<file path="src/rtl/sfx_arbiter_pkg.sv">
// Shared definitions for the sound-effect arbiter: FSM states, id width and
// the per-effect tone table (production values plus a short simulation set).
package sfx_arbiter_pkg;

   localparam int NUM_SFX  = 4;
   localparam int SFX_ID_W = 2;
   localparam int PERIOD_W = 17;
   localparam int DUR_W    = 8;

   typedef enum logic [1:0] {IDLE, PLAY, GAP} sfx_state_t;

   typedef struct packed {
      logic [PERIOD_W-1:0] period;
      logic [DUR_W-1:0]    dur;
   } sfx_entry_t;

   // Entries are listed id3 first so that TABLE[i] addresses effect i.
   localparam sfx_entry_t [NUM_SFX-1:0] PROD_SFX_TABLE = {
      17'd37921,  8'd4,
      17'd50607,  8'd1,
      17'd75843,  8'd2,
      17'd113636, 8'd3
   };

   localparam sfx_entry_t [NUM_SFX-1:0] SIM_SFX_TABLE = {
      17'd4,  8'd1,
      17'd10, 8'd0,
      17'd6,  8'd1,
      17'd8,  8'd2
   };

   // Default table selection; the top exposes this as a parameter so a
   // testbench can switch to the short simulation table.
   localparam bit USE_SIM_TABLE = 1'b0;

   function automatic sfx_entry_t sfx_lookup(input logic [SFX_ID_W-1:0] id,
                                             input bit use_sim);
      return use_sim ? SIM_SFX_TABLE[id] : PROD_SFX_TABLE[id];
   endfunction

   function automatic logic [SFX_ID_W-1:0] top_index(input logic [NUM_SFX-1:0] v);
      logic [SFX_ID_W-1:0] idx;
      idx = '0;
      for (int i = 0; i < NUM_SFX; i++) begin
         if (v[i]) idx = SFX_ID_W'(i);
      end
      return idx;
   endfunction

endpackage

</file>
<file path="src/rtl/sfx_arbiter_tone.sv">
// Square-wave tone counter: counts 0..period-1 while enabled, high in the
// upper half of each period.
module sfx_tone_gen
   import sfx_arbiter_pkg::*;
(
   input  logic                clk,
   input  logic                rst,
   input  logic [PERIOD_W-1:0] period,
   input  logic                enable,
   input  logic                clear,
   output logic                wave
);

   logic [PERIOD_W-1:0] cnt_tone;
   logic [PERIOD_W-1:0] cnt_inc;

   assign cnt_inc = cnt_tone + PERIOD_W'(1);

   // Wrap test on the incremented value so a zero period simply holds at 0.
   always_ff @(posedge clk) begin
      if (rst) begin
         cnt_tone <= '0;
      end else if (clear) begin
         cnt_tone <= '0;
      end else if (enable) begin
         cnt_tone <= (cnt_inc >= period) ? '0 : cnt_inc;
      end
   end

   assign wave = (cnt_tone >= (period >> 1));

endmodule

</file>
<file path="src/rtl/sfx_arbiter.sv">
// Priority arbiter that lets one-shot sound effects pre-empt background music
// on a single buzzer, with a forced silence gap after each effect.
module sfx_arbiter
   import sfx_arbiter_pkg::*;
#(
   parameter int DUR_UNIT   = 50000,
   parameter int GAP_CYCLES = 1000,
   parameter bit USE_SIM    = USE_SIM_TABLE
) (
   input  logic                clk,
   input  logic                rst,
   input  logic [NUM_SFX-1:0]  sfx_req,
   input  logic                music_beep,
   input  logic                music_en,
   output logic                beep,
   output logic                sfx_busy,
   output logic [SFX_ID_W-1:0] sfx_id,
   output logic [NUM_SFX-1:0]  sfx_grant
);

   localparam int UNIT_W = (DUR_UNIT > 1) ? $clog2(DUR_UNIT) : 1;
   localparam int GAP_W  = (GAP_CYCLES > 1) ? $clog2(GAP_CYCLES) : 1;
   localparam logic [UNIT_W-1:0] UNIT_LAST = UNIT_W'(DUR_UNIT - 1);
   localparam logic [GAP_W-1:0]  GAP_LAST  = GAP_W'((GAP_CYCLES > 0) ? GAP_CYCLES - 1 : 0);

   sfx_state_t          state, state_next;
   logic [NUM_SFX-1:0]  pending, pending_next;
   logic [SFX_ID_W-1:0] id_next, grant_id;
   logic [PERIOD_W-1:0] period, period_next;
   logic [DUR_W-1:0]    dur_left, dur_next;
   logic [UNIT_W-1:0]   cnt_unit, unit_next;
   logic [GAP_W-1:0]    cnt_gap, gap_next;
   logic                beep_next, do_grant, tone_wave;
   sfx_entry_t          entry;

   assign grant_id = top_index(pending);
   assign entry    = sfx_lookup(grant_id, USE_SIM);
   assign sfx_busy = (state != IDLE);

   sfx_tone_gen u_tone (
      .clk    (clk),
      .rst    (rst),
      .period (period),
      .enable (state == PLAY),
      .clear  (do_grant),
      .wave   (tone_wave)
   );

   always_ff @(posedge clk) begin
      if (rst) begin
         state    <= IDLE;
         pending  <= '0;
         sfx_id   <= '0;
         period   <= '0;
         dur_left <= '0;
         cnt_unit <= '0;
         cnt_gap  <= '0;
         beep     <= 1'b0;
      end else begin
         state    <= state_next;
         pending  <= pending_next;
         sfx_id   <= id_next;
         period   <= period_next;
         dur_left <= dur_next;
         cnt_unit <= unit_next;
         cnt_gap  <= gap_next;
         beep     <= beep_next;
      end
   end

   // A grant (fresh or pre-empting) overrides the end-of-duration transition.
   always_comb begin
      state_next  = state;
      id_next     = sfx_id;
      period_next = period;
      dur_next    = dur_left;
      unit_next   = cnt_unit;
      gap_next    = cnt_gap;
      do_grant    = 1'b0;
      beep_next   = 1'b0;

      case (state)
         IDLE: begin
            beep_next = music_beep & music_en;
            if (|pending) do_grant = 1'b1;
         end
         PLAY: begin
            beep_next = tone_wave;
            if ((|pending) && (grant_id > sfx_id)) begin
               do_grant = 1'b1;
            end else if (cnt_unit == UNIT_LAST) begin
               unit_next = '0;
               dur_next  = dur_left - DUR_W'(1);
               if (dur_left == DUR_W'(1)) begin
                  state_next = (GAP_CYCLES == 0) ? IDLE : GAP;
                  gap_next   = '0;
               end
            end else begin
               unit_next = cnt_unit + UNIT_W'(1);
            end
         end
         GAP: begin
            if (cnt_gap == GAP_LAST) state_next = IDLE;
            else                     gap_next   = cnt_gap + GAP_W'(1);
         end
         default: state_next = IDLE;
      endcase

      if (do_grant) begin
         state_next  = PLAY;
         id_next     = grant_id;
         period_next = entry.period;
         dur_next    = (entry.dur == '0) ? DUR_W'(1) : entry.dur;
         unit_next   = '0;
      end

      sfx_grant    = do_grant ? (NUM_SFX'(1) << grant_id) : '0;
      pending_next = (pending & ~sfx_grant) | sfx_req;
   end

endmodule

</file>
<file path="config.mk">
export PLATFORM = sky130hd
export DESIGN_NAME = sfx_arbiter
export DESIGN_NICKNAME = d
export VERILOG_FILES = /design/src/rtl/sfx_arbiter_pkg.sv /design/src/rtl/sfx_arbiter_tone.sv /design/src/rtl/sfx_arbiter.sv
export SDC_FILE = /design/constraint.sdc
export NUM_CORES = 1
export LEC_CHECK = 0
export BUFFER_PORTS_ARGS = -buffer_cell sky130_fd_sc_hd__clkbuf_2
export CAP_MARGIN = 5
export CORE_MARGIN = 2
export CORE_UTILIZATION = 30
export DETAILED_ROUTE_END_ITERATION = 12
export GPL_ROUTABILITY_DRIVEN = 0
export PLACE_DENSITY = 0.46
export SETUP_SLACK_MARGIN = 0.3
export SLEW_MARGIN = 20
export SYNTH_ARGS = -nofsm -noshare
export SYNTH_HDL_FRONTEND = slang
export SYNTH_SLANG_ARGS = --single-unit
</file>
<file path="constraint.sdc">
create_clock -name clk -period 10 [get_ports clk]
set_input_delay 1.5 -clock clk [delete_from_list [all_inputs] [get_ports clk]]
set_output_delay 1.5 -clock clk [all_outputs]
set_load 0.01 [all_outputs]
</file>
==> results of run 1 <==
-- state kept, by name, indices dropped and copies added (netlist names) --
signal and flops:
sfx_id 1, cnt_unit 16, beep 1, period 9, u_tone.cnt_tone 17, cnt_gap 10, dur_left 8, pending 4
state 2
-- final cells by class --
type | count | area [um2]
timing repair buffer | 18 | 97.6
multi-input combinational | 370 | 2490
clock inverter | 7 | 75.1
fill | 1422 | 8580
sequential | 68 | 1360
tap | 176 | 220
clock buffer | 9 | 225
inverter | 25 | 93.8
-- stage by stage --
step | instances | area, um2
after floorplan | 479 | 4010
after global placement | 657 | 4260
after detailed placement | 657 | 4260
after CTS | 673 | 4560
after global routing | 673 | 4560
final | 673 | 4560
-- cell families (layout without fill, tap and decap cells) --
family	Yosys count	count (layout)	share of synthesized area, %
fa+ha+maj	44	44	13.7
flops	68	68	33.9
buf+inv	41	59	4.21
compound gates	86	86	13.6
simple gates	198	198	25.2
xor+xnor	39	39	8.52
mux	3	3	0.749
-- final timing paths --
kind / cells after the start / start / endpoint
max: 9 / pending[3] / sfx_grant[2]
min: 2 / period[13] / period[13]
max reg2reg: 13 / u_tone.cnt_tone[1] / u_tone.cnt_tone[12]
min reg2reg: 2 / period[13] / period[13]
-- placed cells by master, fill, tap and decap left out, drive strengths merged, types with 2 or more instances in the layout --
| cell | count |
|---|---|
| or2 | 8 |
| nor4b | 2 |
| and3 | 6 |
| dfxtp | 68 |
| clkinv | 5 |
| nor2b | 8 |
| inv | 26 |
| nor3 | 10 |
| nand2b | 4 |
| xnor2 | 17 |
| a22oi | 10 |
| nand3 | 13 |
| mux2i | 3 |
| nor2 | 78 |
| a211oi | 7 |
| clkbuf | 24 |
| and4 | 6 |
| o2111ai | 6 |
| a21oi | 30 |
| or4 | 2 |
| buf | 3 |
| xor2 | 22 |
| o21ai | 17 |
| nor4 | 6 |
| o21a | 2 |
| and2 | 2 |
| ha | 44 |
| or3 | 3 |
| nand4 | 13 |
| a21o | 3 |
| nand2 | 35 |
-- cells in the mapped netlist, types with 3 or more instances --
| library cell | instances |
|---|---|
| a22oi_1 | 10 |
| nand2_1 | 35 |
| nand2b_1 | 4 |
| inv_1 | 25 |
| xnor2_1 | 17 |
| clkbuf_1 | 11 |
| and4_1 | 6 |
| dfxtp_1 | 68 |
| a21oi_1 | 30 |
| nor2b_1 | 8 |
| buf_2 | 3 |
| nor2_1 | 78 |
| ha_1 | 44 |
| nor3_2 | 3 |
| nor4_1 | 4 |
| o2111ai_1 | 6 |
| and3_1 | 6 |
| mux2i_1 | 3 |
| nor3_1 | 7 |
| xor2_1 | 22 |
| a21o_1 | 3 |
| o21ai_0 | 17 |
| nand4_1 | 13 |
| a211oi_1 | 7 |
| or2_2 | 8 |
| nand3_1 | 13 |
-- critical path, stage by stage, from the launching register on --
cell	delay, ps
dfxtp_1	340
nor2_1	300
inv_1	160
ha_1	310
nor2b_1	180
o21ai_0	140
a211oi_2	590
nand2_1	200
inv_1	80
clkbuf_2	120
-- per-layer routing --
| layer | vias to the layer above | global-route usage (%) | share of wire [%] |
|---|---|---|---|
| met5 | - | 0 | 0 |
| met4 | 0 | 4.85 | 1.2 |
| met3 | 8 | 3.47 | 3.5 |
| met2 | 44 | 20.8 | 42 |
| met1 | 1514 | 19.5 | 53 |
| li1 | 1713 | - | - |
-- where the power goes --
| group | switching [mW] | total [mW] | internal (mW) |
|---|---|---|---|
| Clock | 0.127 | 0.321 | 0.194 |
| Sequential | 0.0114 | 0.295 | 0.284 |
| Combinational | 0.0970 | 0.150 | 0.0530 |
==> impl_metrics.toml, run 1 <==
[outcome]
run_status = "finished clean"

[pwr]
power_per_cell_area_nw_per_um2 = 168
ir_drop_mv = 0.0791
p_total_mw = 0.767
p_leak_nw = 1.87

[sta]
fin_crit_ps = 4260
finalHoldViolations = 0
timing.hold.ws_ps = 461
report.final.slew_viol_count = 0
fin_ws_ps = 5740
fin_tns_setup_ps = 0
fin_crit_sh_pct = 42.6
setup_viol = 0
final.setup_skew_ps = 6.47
worst_pin_slew_ps = 998
clock.fmax_mhz = 235
rsz0062_at_grt = "no"
max_slew_margin_pct = 33.0

[yosys]
synth.avg_cell_area_um2 = 8.37
ys_seq_elements = 68
async_flop_share_pct = 0
synth_cells = 479
ys_seq_area_share_pct = 33.9
synth_edf_count = 0
synthTopCellsByArea = "dfxtp_1 (34%), ha_1 (14%), nor2_1 (7.3%)"
ys.flop_type = "dfxtp_1"
syn_nets = 531
synth_area_um2 = 4010
synth_top_area_share_pct = 33.9
synth.distinct_cells = 50
yosysTopAreaCell = "dfxtp_1"
synth.yosys.warnings = 0

[min_path]
hp-class = "reg2reg"

[die]
die_w_um = 120
core_area_um2 = 13100
die_h_um = 120
die-area_um2 = 14300
start_util_pct = 30.5
ios = 16
num_rows = 42

[worst_setup_path]
end_kind = "primary output"
critPathLaunchType = "flip-flop"
crit_type = "reg2out"
cp.required_ps = 8500
r2r_slack_ps = 6210
crit_arrival_ps = 2760
crit_fanout = 10

[route]
post_drt_wl_per_cell_um = 13.9
drt_iter0_drc = 165
drc = 0
ant_nets = 0
first_pass_iters = 4
finalWirelength_um = 9390
routed_via_density = 4.87
vias = 3279

[final_layout]
drive_gt1_share_pct = 10.3
diodes = 0
final_util_pct = 34.7
final_nets = 544
synthToLayoutAreaGrowth_pct = 13.7

[clock_tree]
path_clk_slew_ps = 60
cts_tree = "yes"
clock-root-buffer = "clkbuf_16"
htreeDepth = 3
post_cts_resized = 0
post_cts_buffers = 0
numCtsBuffers = 9
worstSkewPairLatency_ps = 340
cts_buffer_depth = 2
postCtsHoldBufs = 0
cts_sinks = 68

[job]
cap_violations = 0

[global_route]
grt_pass1_wl_um = 15800
antenna_found_initial = 0
overflow = 0
grt_pass1_vias = 3111
grtUsageTotal_pct = 14.0
grt_max_degree = 27

[placed_design]
numPortBuffers = 15
pre_cts_slack_ps = 6100
hpwlAfterDp_um = 6850
No activity file was read; power rests on OpenSTA's default activity.
==> run 2, diff against run 1 <==
--- a/config.mk
+++ b/config.mk
@@ -11,7 +11,7 @@
 export CORE_UTILIZATION = 30
 export DETAILED_ROUTE_END_ITERATION = 12
 export GPL_ROUTABILITY_DRIVEN = 0
-export PLACE_DENSITY = 0.46
+export PLACE_DENSITY = 0.47
 export SETUP_SLACK_MARGIN = 0.3
 export SLEW_MARGIN = 20
 export SYNTH_ARGS = -nofsm -noshare
==> constraint.sdc (replaced) <==
create_clock -name clk -period 3.53 [get_ports clk]
set_input_delay 0.5295 -clock clk [delete_from_list [all_inputs] [get_ports clk]]
set_output_delay 0.5295 -clock clk [all_outputs]
set_load 0.01 [all_outputs]
==> impl_metrics.toml, run 2 (same netlist as run 1, synthesis figures left out) <==
[clock_tree]
cts_buffer_depth = 2
cts_sinks = 68
cts_tree = "yes"
path_clk_slew_ps = 60
htreeDepth = 3
numCtsBuffers = 9
worstSkewPairLatency_ps = 340
clock-root-buffer = "clkbuf_16"
postCtsHoldBufs = 0

[pwr]
power_frac_comb_pct = 19.5
ir_drop_mv = 0.313
p_total_mw = 2.33
power_switching_mw = 0.663
internal_power_mw = 1.67
seq_power_share_pct = 35.8
power_per_cell_area_nw_per_um2 = 486
swShare_pct = 28.5
power_frac_clock_pct = 44.7
p_leak_nw = 1.99

[sta]
setup_viol = 0
fin_crit_ps = 3100
fin_crit_sh_pct = 87.7
finalHoldViolations = 0
final.setup_skew_ps = 9.41
fin_ws_ps = 435
rsz0062_at_grt = "yes"
max_slew_margin_pct = 50.2
clock.fmax_mhz = 323
worst_pin_slew_ps = 741
fin_tns_setup_ps = 0
report.final.slew_viol_count = 0

[route]
drc = 0
routed_via_density = 4.89
vias = 3356
ant_nets = 0
drt_iter0_drc = 154
first_pass_iters = 5
post_drt_wl_per_cell_um = 13.9
finalWirelength_um = 9580

[worst_setup_path]
cpMaxStageDelayCell = "dfxtp_4"
critPathTopFamily = "simple AND/OR/NAND/NOR gates"
crit_path_frequent_cell = "and3_1"
slowest_delay_ps = 370
crit_type = "reg2reg"
path_cells = "nand4_1 > nor4_4 > and3_1 > nor2b_1 > or2_2 > ha_1 > and4_1 > and3_1 > o311ai_0 > and4_4 > buf_6 > a22oi_1 > nor2_1"
critPathBufInv = 1
critPathLaunchType = "flip-flop"
cp.required_ps = 3740
rr_startpoint = "u_tone.cnt_tone[5]"
setup.worst_path.start = "u_tone.cnt_tone[5]"
end_kind = "flip-flop"
crit_fanout = 8
r2r_slack_ps = 430
crit_arrival_ps = 3310

[placed_design]
hpwlAfterDp_um = 7030
pre_cts_slack_ps = 47.8
place_area_um2 = 4300
numPortBuffers = 15

[global_route]
antenna_found_initial = 0
overflow = 0
grtUsageTotal_pct = 14.3
grt_pass1_vias = 3269
grt_max_degree = 26
grt_pass1_wl_um = 16200

[final_layout]
fillers = 1384
final_common_cell = "nor2_1"
regMostFlops = "u_tone.cnt_tone"
reg_top3 = "u_tone.cnt_tone: 17 flops, cnt_unit: 16 flops, cnt_gap: 10 flops"
diodes = 0
drive_gt1_share_pct = 15.9
final_area_um2 = 4790
synthToLayoutAreaGrowth_pct = 19.5
final_nets = 558
layout_common_cells = "nor2_1 (76), dfxtp_1 (60), ha_1 (43), nand2_1 (35), a21oi_1 (30)"
largest_reg_flops = 17

[outcome]
run_status = "finished clean"

[die]
die-area_um2 = 14300
ios = 16
core_area_um2 = 13100
start_util_pct = 30.5
num_rows = 42
die_w_um = 120
die_h_um = 120

[job]
cap_violations = 0

[min_path]
hp-class = "in2reg"
worstHoldStart = "sfx_req[3]"
==> run 2: per-stage QoR <==
stage | cells | hold WS, ps | utilization, %
floorplan | 479 | 436 | -
global placement | 662 | 446 | 32.7
detailed placement | 662 | 447 | 32.7
CTS | 681 | 392 | 35.6
global route | 687 | 416 | 36.5
finish | 687 | 398 | 36.5
==> run 2: what timing repair did <==
item,CTS,global route
pin swaps,2,10
gates resized for setup,4,21
buffers inserted,3,6
setup endpoints to repair,21,21
==> run 2: worst register-to-register path, stage by stage, from the launching register on <==
cell and delay [ps]:
dfxtp_4 370, nand4_1 230, nor4_4 340, and3_1 210, nor2b_1 50, or2_2 300, ha_1 280, and4_1 240
and3_1 160, o311ai_0 140, and4_4 270, buf_6 140, a22oi_1 160, nor2_1 60
==> run 2: power by group through the flow <==
stage               registers (mW)  clock network [mW]  logic (mW)
floorplan                    0.844                   0       0.307
global placement             0.851                   0       0.430
detailed placement           0.852                   0       0.435
CTS                          0.836                1.07       0.457
global route                 0.839                1.10       0.521
finish                       0.834                1.04       0.454
==> run 2: final cells by class <==
| type | count | area [um2] | share of cell area [%] |
|---|---|---|---|
| clock buffer | 10 | 229 | 4.78 |
| clock inverter | 6 | 113 | 2.35 |
| timing repair buffer | 32 | 210 | 4.39 |
| inverter | 25 | 93.8 | 1.96 |
| tap | 176 | 220 | 4.59 |
| multi-input combinational | 370 | 2550 | 53.2 |
| sequential | 68 | 1380 | 28.8 |
==> run 2: final timing paths <==
check / endpoint / depth (start not counted)
max: u_tone.cnt_tone[4] / 13
min reg2reg: period[14] / 2
max reg2reg: u_tone.cnt_tone[4] / 13
min: pending[3] / 3
==> run 2: layer usage <==
| layer | share of wire [%] | track usage [%] | up-vias |
|---|---|---|---|
| li1 | - | - | 1742 |
| met1 | 52 | 19.3 | 1552 |
| met2 | 43 | 21.9 | 47 |
| met3 | 3.2 | 3.80 | 15 |
| met4 | 2.0 | 5.51 | 0 |
| met5 | 0 | 0 | - |
==> run 3, diff against run 2 <==
--- a/config.mk
+++ b/config.mk
@@ -8,10 +8,10 @@
 export BUFFER_PORTS_ARGS = -buffer_cell sky130_fd_sc_hd__clkbuf_2
 export CAP_MARGIN = 5
 export CORE_MARGIN = 2
-export CORE_UTILIZATION = 30
+export CORE_UTILIZATION = 40
 export DETAILED_ROUTE_END_ITERATION = 12
 export GPL_ROUTABILITY_DRIVEN = 0
-export PLACE_DENSITY = 0.47
+export PLACE_DENSITY = 0.59
 export SETUP_SLACK_MARGIN = 0.3
 export SLEW_MARGIN = 20
 export SYNTH_ARGS = -nofsm -noshare
==> impl_metrics.toml, run 3 (same netlist as run 1, synthesis figures left out) <==
[route]
post_drt_wl_per_cell_um = 14.5
first_pass_iters = 4
drc = 0
drt_iter0_drc = 126
finalWirelength_um = 9370
ant_nets = 0
routed_via_density = 5.32
vias = 3428

[final_layout]
multi_input_area_um2 = 2620
reg_top3 = "u_tone.cnt_tone: 17 flops, cnt_unit: 16 flops, cnt_gap: 10 flops"
final_nets = 558
synthToLayoutAreaGrowth_pct = 16.6
diodes = 0
regMostFlops = "u_tone.cnt_tone"
final_common_cell = "nor2_1"
layout_common_cells = "nor2_1 (76), dfxtp_1 (59), ha_1 (42), nand2_1 (35), a21oi_1 (29)"
seqCellArea_um2 = 1380
drive_gt1_share_pct = 18.2
largest_reg_flops = 17
fillers = 978

[die]
die-area_um2 = 10800
num_rows = 36
core_area_um2 = 9770
start_util_pct = 41.0
ios = 16
die_h_um = 104
die_w_um = 104

[worst_setup_path]
critical_path_depth = 13
reg2reg_depth = 13
slowest_delay_ps = 390
critPathTopFamily = "simple AND/OR/NAND/NOR gates"
crit_arrival_ps = 3350
cpMaxStageDelayCell = "nor4_4"
end_kind = "flip-flop"
path_cells = "nand4_1 > nor4_4 > and3_4 > nor2b_1 > or2_2 > ha_4 > and4_4 > and3_4 > o311ai_2 > and4_4 > buf_6 > a22oi_2 > nor2_1"
crit_fanout = 8
endpoint = "u_tone.cnt_tone[4]"
critPathBufInv = 1
cp.required_ps = 3760
setup.worst_path.start = "u_tone.cnt_tone[11]"
r2r_slack_ps = 410
r2r-end = "u_tone.cnt_tone[4]"
rr_startpoint = "u_tone.cnt_tone[11]"
critPathLaunchType = "flip-flop"
crit_type = "reg2reg"

[sta]
fin_crit_sh_pct = 88.3
finalHoldViolations = 0
fin_crit_ps = 3120
worst_pin_slew_ps = 692
max_slew_margin_pct = 53.5
setup_viol = 0
fin_ws_ps = 414
rsz0062_at_grt = "yes"
report.final.slew_viol_count = 0
fin_tns_setup_ps = 0
final.setup_skew_ps = 10.5
clock.fmax_mhz = 321

[outcome]
run_status = "finished clean"

[clock_tree]
cts_buffer_depth = 2
path_clk_slew_ps = 80
numCtsBuffers = 9
htreeDepth = 3
worstSkewPairLatency_ps = 360
clock-root-buffer = "clkbuf_8"
cts_sinks = 68
cts_tree = "yes"
postCtsHoldBufs = 0

[pwr]
p_leak_nw = 1.92
power_per_cell_area_nw_per_um2 = 429
ir_drop_mv = 0.281

[global_route]
grt_max_degree = 26
overflow = 0
grtUsageTotal_pct = 17.7
grt_pass1_wl_um = 15700
antenna_found_initial = 0
grt_pass1_vias = 3288

[placed_design]
hpwlAfterDp_um = 6690
numPortBuffers = 15
pre_cts_slack_ps = 176

[min_path]
hp-class = "in2reg"

[job]
cap_violations = 0
-- run 3: changes by cell type in the layout (fill, tap and decap cells not counted), moves of 4 or more --
cell,delta
clkbuf_8,+11
clkbuf_16,-9
a22oi_2,+4
a22oi_1,-4
-- run 3: area by class of cell --
type | instances | share of cell area [%]
repair buffers | 31 | 4.25
clock inverters | 5 | 1.26
clock buffers | 11 | 3.24
multi-input cells | 371 | 56.1
inverters | 25 | 2.01
flip-flops and latches | 68 | 29.6
well taps | 133 | 3.56
-- run 3: stage by stage --
| step | area [um2] | hold slack, ps | cells | power, mW | utilization, % |
|---|---|---|---|---|---|
| final | 4680 | 382 | 644 | 2.00 | 47.8 |
| after global routing | 4680 | 392 | 644 | 2.12 | 47.8 |
| after CTS | 4540 | 375 | 640 | 1.99 | 46.4 |
| after detailed placement | 4250 | 447 | 620 | 1.28 | 43.5 |
| after global placement | 4250 | 443 | 620 | 1.27 | 43.5 |
| after floorplan | 4010 | 436 | 479 | 1.15 | - |
-- run 3: worst min-delay path by stage --
| stage | from | endpoint | slack, ps | cells past startpoint |
|---|---|---|---|---|
| floorplan | period[13] | period[13] | 440 | 2 |
| global placement | period[13] | period[13] | 440 | 2 |
| detailed placement | period[13] | period[13] | 450 | 2 |
| CTS | sfx_req[3] | pending[3] | 380 | 3 |
| global route | sfx_req[1] | pending[1] | 390 | 3 |
| finish | sfx_req[3] | pending[3] | 380 | 3 |
-- run 3: power by group --
group          internal (mW)  leakage (nW)  total, mW  switching [mW]
Combinational          0.187          1.26      0.474           0.287
Clock                  0.366         0.102      0.696           0.329
Sequential             0.801         0.558      0.835          0.0340
-- run 3: metal layers --
layer  vias up  wire length (um)  global-route usage (%)  part of all wire [%]
met5         -                 0                       0                     0
met4         0               129                    5.60                   1.4
met3        11               359                    3.01                   3.8
met2        62              4340                    28.2                    46
met1      1610              4540                    24.4                    48
li1       1745                 -                       -                     -
-- run 3: repair_timing --
action	CTS	global route
setup endpoints to repair	18	21
pin swaps	3	7
hold endpoints to repair	0	0
resized for setup	11	27
buffers inserted	3	4
cloned	1	0
-- run 3: worst register-to-register path, stage by stage, from the launching register on --
cell and delay [ps]:
dfxtp_2 370, nand4_1 240, nor4_4 390, and3_4 240
nor2b_1 50, or2_2 310, ha_4 270, and4_4 230
and3_4 180, o311ai_2 110, and4_4 240, buf_6 140
a22oi_2 150, nor2_1 50
